$ cat src/rtl/rv32i_pkg.sv
// Shared RV32I fetch-path constants and types used by the instruction fetch queue.
package rv32i_pkg;

    localparam int XLEN = 32;
    localparam int ILEN = 32;

    localparam logic [31:0] INST_NOP = 32'h0000_0013;
    localparam logic [31:0] PC_STEP  = 32'd4;

    typedef enum logic {
        FQ_RUN   = 1'b0,
        FQ_DRAIN = 1'b1
    } fq_state_e;

    typedef struct packed {
        logic [XLEN-1:0] pc;
        logic [ILEN-1:0] inst;
    } fq_entry_t;

endpackage

$ cat src/rtl/inst_fetch_queue_sync_fifo.sv
// Synchronous ring-buffer FIFO with flush; flush beats push, pop and push may coincide.
module sync_fifo #(
    parameter  int WIDTH = 64,
    parameter  int DEPTH = 4,
    localparam int AW    = $clog2(DEPTH),
    localparam int CW    = $clog2(DEPTH + 1)
) (
    input  logic             clk,
    input  logic             rst,
    input  logic             i_push,
    input  logic [WIDTH-1:0] i_data,
    input  logic             i_pop,
    input  logic             i_flush,
    output logic [WIDTH-1:0] o_data,
    output logic [CW-1:0]    o_count,
    output logic             o_full,
    output logic             o_empty
);

    logic [WIDTH-1:0] r_mem [DEPTH];
    logic [AW-1:0]    r_wr_ptr;
    logic [AW-1:0]    r_rd_ptr;
    logic [CW-1:0]    r_count;
    logic             w_do_push;
    logic             w_do_pop;

    assign w_do_push = i_push && !o_full;
    assign w_do_pop  = i_pop && !o_empty;

    // Pointer and occupancy bookkeeping.
    always_ff @(posedge clk or posedge rst) begin
        if (rst) begin
            r_wr_ptr <= '0;
            r_rd_ptr <= '0;
            r_count  <= '0;
        end else if (i_flush) begin
            r_wr_ptr <= r_rd_ptr;
            r_count  <= '0;
        end else begin
            if (w_do_push) begin
                r_wr_ptr <= r_wr_ptr + AW'(1);
            end
            if (w_do_pop) begin
                r_rd_ptr <= r_rd_ptr + AW'(1);
            end
            r_count <= r_count + CW'(w_do_push) - CW'(w_do_pop);
        end
    end

    // Entry storage.
    always_ff @(posedge clk or posedge rst) begin
        if (rst) begin
            for (int i = 0; i < DEPTH; i++) begin
                r_mem[i] <= '0;
            end
        end else if (w_do_push && !i_flush) begin
            r_mem[r_wr_ptr] <= i_data;
        end
    end

    assign o_data  = r_mem[r_rd_ptr];
    assign o_count = r_count;
    assign o_full  = (r_count == CW'(DEPTH));
    assign o_empty = (r_count == CW'(0));

endmodule

$ cat src/rtl/inst_fetch_queue.sv
// RV32I fetch front end: sequential PC generation, credit-limited in-order memory
// requests, a response queue feeding decode, and redirect with drain of stale responses.
module inst_fetch_queue
    import rv32i_pkg::*;
#(
    parameter int              XLEN     = rv32i_pkg::XLEN,
    parameter int              ILEN     = rv32i_pkg::ILEN,
    parameter int              DEPTH    = 4,
    parameter logic [XLEN-1:0] RESET_PC = '0
) (
    input  logic            clk,
    input  logic            rst,
    output logic            imem_req_valid,
    input  logic            imem_req_ready,
    output logic [XLEN-1:0] imem_req_addr,
    input  logic            imem_rsp_valid,
    input  logic [ILEN-1:0] imem_rsp_data,
    input  logic            redirect_valid,
    input  logic [XLEN-1:0] redirect_pc,
    output logic            inst_valid,
    input  logic            inst_ready,
    output logic [ILEN-1:0] inst,
    output logic [XLEN-1:0] inst_pc
);

    localparam int              CW         = $clog2(DEPTH + 1);
    localparam logic [XLEN-1:0] ALIGN_MASK = {{(XLEN-2){1'b1}}, 2'b00};
    localparam logic [XLEN-1:0] STEP       = XLEN'(PC_STEP);

    fq_state_e          r_state;
    fq_state_e          w_state_nxt;
    logic [XLEN-1:0]    r_pc;
    logic [XLEN-1:0]    r_rsp_pc;
    logic [CW-1:0]      r_outstanding;
    logic [CW-1:0]      w_out_nxt;
    logic [ILEN-1:0]    r_hold_inst;
    logic [XLEN-1:0]    r_hold_pc;

    logic [CW-1:0]      w_count;
    logic               w_full;
    logic               w_empty;
    logic [XLEN+ILEN-1:0] w_head;
    logic [CW:0]        w_inflight;
    logic               w_req_fire;
    logic               w_rsp_keep;
    logic               w_pop;
    logic [XLEN-1:0]    w_target;

    // Same-cycle pops are deliberately not credited: occupancy counts the entry being taken.
    assign w_inflight     = (CW+1)'(w_count) + (CW+1)'(r_outstanding);
    assign imem_req_valid = !rst && (r_state == FQ_RUN) && !redirect_valid && !w_full
                            && (w_inflight < (CW+1)'(DEPTH));
    assign imem_req_addr  = r_pc;
    assign w_req_fire     = imem_req_valid && imem_req_ready;
    assign w_rsp_keep     = imem_rsp_valid && (r_state == FQ_RUN) && !redirect_valid;
    assign w_pop          = !w_empty && inst_ready;
    assign w_target       = redirect_pc & ALIGN_MASK;

    sync_fifo #(
        .WIDTH (XLEN + ILEN),
        .DEPTH (DEPTH)
    ) u_queue (
        .clk     (clk),
        .rst     (rst),
        .i_push  (w_rsp_keep),
        .i_data  ({r_rsp_pc, imem_rsp_data}),
        .i_pop   (w_pop),
        .i_flush (redirect_valid),
        .o_data  (w_head),
        .o_count (w_count),
        .o_full  (w_full),
        .o_empty (w_empty)
    );

    // Outstanding request count: issue adds, any response (kept or dropped) removes.
    always_comb begin
        w_out_nxt = r_outstanding;
        if (w_req_fire && !imem_rsp_valid) begin
            w_out_nxt = r_outstanding + CW'(1);
        end else if (!w_req_fire && imem_rsp_valid && (r_outstanding != CW'(0))) begin
            w_out_nxt = r_outstanding - CW'(1);
        end else begin
            w_out_nxt = r_outstanding;
        end
    end

    // Next fetch state; redirect wins over everything else.
    always_comb begin
        w_state_nxt = r_state;
        if (redirect_valid) begin
            w_state_nxt = (w_out_nxt != CW'(0)) ? FQ_DRAIN : FQ_RUN;
        end else begin
            case (r_state)
                FQ_RUN:   w_state_nxt = FQ_RUN;
                FQ_DRAIN: w_state_nxt = (w_out_nxt == CW'(0)) ? FQ_RUN : FQ_DRAIN;
                default:  w_state_nxt = FQ_RUN;
            endcase
        end
    end

    // State and outstanding registers.
    always_ff @(posedge clk or posedge rst) begin
        if (rst) begin
            r_state       <= FQ_RUN;
            r_outstanding <= '0;
        end else begin
            r_state       <= w_state_nxt;
            r_outstanding <= w_out_nxt;
        end
    end

    // Request PC and response PC tracking.
    always_ff @(posedge clk or posedge rst) begin
        if (rst) begin
            r_pc     <= RESET_PC;
            r_rsp_pc <= RESET_PC;
        end else if (redirect_valid) begin
            r_pc     <= w_target;
            r_rsp_pc <= w_target;
        end else begin
            if (w_req_fire) begin
                r_pc <= r_pc + STEP;
            end
            if (w_rsp_keep) begin
                r_rsp_pc <= r_rsp_pc + STEP;
            end
        end
    end

    // Remember the last visible head so decode outputs hold while the queue is empty.
    always_ff @(posedge clk or posedge rst) begin
        if (rst) begin
            r_hold_pc   <= '0;
            r_hold_inst <= '0;
        end else if (!w_empty) begin
            r_hold_pc   <= w_head[XLEN+ILEN-1:ILEN];
            r_hold_inst <= w_head[ILEN-1:0];
        end
    end

    assign inst_valid = !w_empty;
    assign inst_pc    = w_empty ? r_hold_pc   : w_head[XLEN+ILEN-1:ILEN];
    assign inst       = w_empty ? r_hold_inst : w_head[ILEN-1:0];

endmodule

$ cat config.mk
export PLATFORM = sky130hd
export DESIGN_NAME = inst_fetch_queue
export DESIGN_NICKNAME = d
export VERILOG_FILES = /design/src/rtl/rv32i_pkg.sv /design/src/rtl/inst_fetch_queue_sync_fifo.sv /design/src/rtl/inst_fetch_queue.sv
export SDC_FILE = /design/constraint.sdc
export NUM_CORES = 1
export LEC_CHECK = 0
export ABC_AREA = 1
export BUFFER_PORTS_ARGS = -buffer_cell sky130_fd_sc_hd__buf_2
export CELL_PAD_IN_SITES_DETAIL_PLACEMENT = 1
export CELL_PAD_IN_SITES_GLOBAL_PLACEMENT = 1
export CORE_MARGIN = 2
export CORE_UTILIZATION = 41
export CTS_CLUSTER_SIZE = 30
export DETAILED_ROUTE_END_ITERATION = 6
export GPL_TIMING_DRIVEN = 0
export PLACE_DENSITY = 0.88
export SETUP_SLACK_MARGIN = 0.2
export SYNTH_ARGS = -nofsm -noshare
export SYNTH_HDL_FRONTEND = slang
export SYNTH_HIERARCHICAL = 1
export SYNTH_SLANG_ARGS = --single-unit
$ cat constraint.sdc
create_clock -name clk -period 7.7 [get_ports clk]
set_clock_uncertainty 0.15 [all_clocks]
set_input_delay 0.77 -clock clk [delete_from_list [all_inputs] [get_ports clk]]
set_output_delay 0.77 -clock clk [all_outputs]
set_load 0.005 [all_outputs]
==> flow_summary.toml <==
[timing]
max_slew_margin_pct = 25.4
period_share_pct = 54.6
whs_ns = 0.0547
final-setup-viol-count = 0
timing.fmax_ghz = 0.238
rsz0062_at_grt = "no"
slew_viol_final = 0
hold_viol = 0
period_minus_slack_ns = 4.20
setup-tns-final_ns = 0
tightest_slew_ns = 1.11

[yosys]
yosysSeqAreaShare_pct = 49.9
syn-cell-area_sq_um = 19600
syn_area_per_cell_sq_um = 7.93
async_flop_share_pct = 100
ys_ff_latch = 391
yosys.area_share.xor_xnor_pct = 1.12
synth_area_leaders = "dfrtp_1 (50%), nand2_1 (17%), nand4_1 (8.7%), o21ai_0 (4.0%), nor2_1 (3.6%)"
synthMuxAreaShare_pct = 0
yosysWarnings = 6
yosysMostFrequentCell = "nand2_1"
ys_top_cells_by_count = "nand2_1 (896), dfrtp_1 (391), nand4_1 (273)"
synth_compound_area_share_pct = 8.16
synth-main-ff-cell = "dfrtp_1"
synthAdderAreaFrac_pct = 0.933
synth_simple_gate_area_share_pct = 33.5
synth_top_family_by_area = "simple AND/OR/NAND/NOR gates"
synth_top_area_share_pct = 49.9
yosysUniqueCellTypes = 51
synth-edff-count = 0
yosysTopAreaCell = "dfrtp_1"
syn_inst = 2469

[cells_and_area]
final_cell_area_sq_um = 22800
fin_nets = 2779
syn_to_final_growth_pct = 16.4
drive_gt1_share_pct = 13.7
nFillCells = 5893

[setup_path]
start_kind = "flop"
slowest_stage = "clkbuf_1"
required_ns = 6.78
crit_arrival_ns = 3.28
slowest_delay_ns = 0.67
crit_path_max_fanout = 10
worstPathCellList = "nor2_2, nand2_1, inv_1, clkbuf_1, buf_1, nand2_1, nand2_1, buf_2"
end_kind = "output port"
criticalPathCategory = "reg -> out"
crit_path_frequent_cell = "nand2_1"

[floorplanning]
dieArea_sq_um = 49500
die_x_um = 223
pin_count = 168
initial_core_util_pct = 41.3
fp.dieH_um = 223
rows = 80
core_sq_um = 47400

[placed_design]
placed_cell_area_sq_um = 21400
dp_hpwl_um = 52700
numPortBuffers = 162
gp_congestion = 0.983

[power]
seqPwrFrac_pct = 39.0
pwr-share-comb_pct = 33.7
swShare_pct = 40.0
clkPwrFrac_pct = 27.3
leakagePower_nw = 11.8
total_power_mw = 7.71
vdd_drop_max_uv = 156
p_sw_mw = 3.08
p_per_area_nw_per_um2 = 338
intPower_mw = 4.62

[grt]
track_usage_pct = 29.9
grt_pass1_wl_um = 117000
grt_pass1_vias = 21176
grt_max_degree = 91
antenna_found_initial = 3
grt.overflow.total = 0

[run]
cap_violations = 0

[clock_network]
cts_made_buffers = 45
clock_sinks = 391
cts_setup_buffers = 0
clockBufferDepth = 3
clkSlewWorstSetupHoldPaths_ns = 0.06
clockRootBuffer = "clkbuf_16"
insertion_delay_ns = 0.60
cts_resized = 0
cts_htree_levels = 2
tritoncts = "built"
holdBufCountCts = 0

[route]
antenna_left = 0
num_vias = 19564
drt_iter0_markers = 1524
wl_per_cell_um = 22.0
routed_wl_um = 73500
viasPerCell = 5.85
drt_first_pass_iters = 5
route.detailed.drc = 0

[run_status]
outcome = "finished clean"

[min_path]
min_path_type = "in -> async"
==> stage by stage <==
stage,setup slack (ns),std cells,util (%)
floorplan,2.39,2478,-
global placement,0.0901,3255,44.7
detailed placement,3.12,3263,45.1
CTS,3.47,3340,48.1
global route,3.35,3341,48.1
finish,3.50,3342,48.1
==> area by class of cell <==
type / count / area (sq um) / share of cell area, %
diodes: 2 / 5.00 / 0.0219
plain buffers: 184 / 833 / 3.65
clock buffers: 66 / 1290 / 5.64
clock inverters: 11 / 134 / 0.587
inverters: 104 / 409 / 1.79
flip-flops and latches: 391 / 9780 / 42.9
multi-input cells: 1799 / 8600 / 37.7
well taps: 615 / 769 / 3.37
repair buffers: 170 / 978 / 4.29
==> worst max-delay path, delay by kind of cell, from the launching register on <==
kind | cells | cell delay, ns
simple gates | 4 | 0.68
flops | 1 | 0.46
buf+inv | 4 | 1.56
==> power by group through the flow <==
stage                     Clock (mW)  Combinational [mW]  Sequential [mW]
final                           2.11                2.59             3.01
after global placement             0                2.37             2.98
after floorplan                    0                1.60             2.89
after CTS                       2.14                2.55             2.99
after detailed placement           0                2.51             3.01
after global routing            2.22                2.86             3.06
==> logic make-up (layout without fill, tap and decap cells) <==
| kind of cell | Yosys count | in the layout |
|---|---|---|
| fa+ha+maj | 14 | 14 |
| xor+xnor | 25 | 25 |
| flops | 391 | 391 |
| other cells | 1 | 12 |
| compound gates | 280 | 280 |
| buf+inv | 288 | 535 |
| simple gates | 1470 | 1470 |
==> routing by layer <==
layer	global-route usage (%)	vias to the layer above	routed length (um)
met2	50.5	829	35600
met4	14.5	2	3370
met3	5.92	228	5500
li1	-	8714	-
met1	36.6	9791	29100
met5	0	-	14
==> path summary, 6_finish.rpt <==
kind,start,end,slack [ns],depth (start not counted)
worst max-delay path,u_queue/o_count[1],inst_pc[12],3.50,8
worst min-delay path,rst,r_hold_pc[6],0.05,2
worst max register to register,r_state,u_queue/o_count[2],3.55,17
worst min register to register,r_hold_pc[20],r_hold_pc[20],0.32,2
max in group asynchronous,rst,u_queue/r_mem[194],5.96,5
min in group clk,redirect_pc[24],imem_req_addr[24],0.30,3
==> cell usage in the layout (no fill, tap or decap), drive strengths merged, types with 10 or more instances in the layout <==
| master | count |
|---|---|
| a21oi | 15 |
| nand2 | 904 |
| nor3 | 24 |
| xor2 | 18 |
| o21ai | 164 |
| conb | 10 |
| ha | 13 |
| o211ai | 20 |
| dfrtp | 391 |
| nand4 | 278 |
| o22ai | 64 |
| inv | 102 |
| clkbuf | 146 |
| nor2 | 201 |
| nand3 | 57 |
| buf | 274 |
==> state kept, by name, summed over array words and instances, names as in the netlist <==
| name | count |
|---|---|
| u_queue/r_mem | 256 |
| r_hold_inst | 32 |
| r_hold_pc | 32 |
| imem_req_addr | 30 |
| r_rsp_pc | 30 |
| r_outstanding | 3 |
| u_queue/o_count | 3 |
| u_queue/r_rd_ptr | 2 |
| u_queue/r_wr_ptr | 2 |
| r_state | 1 |
No activity file was read; power rests on OpenSTA's default activity.
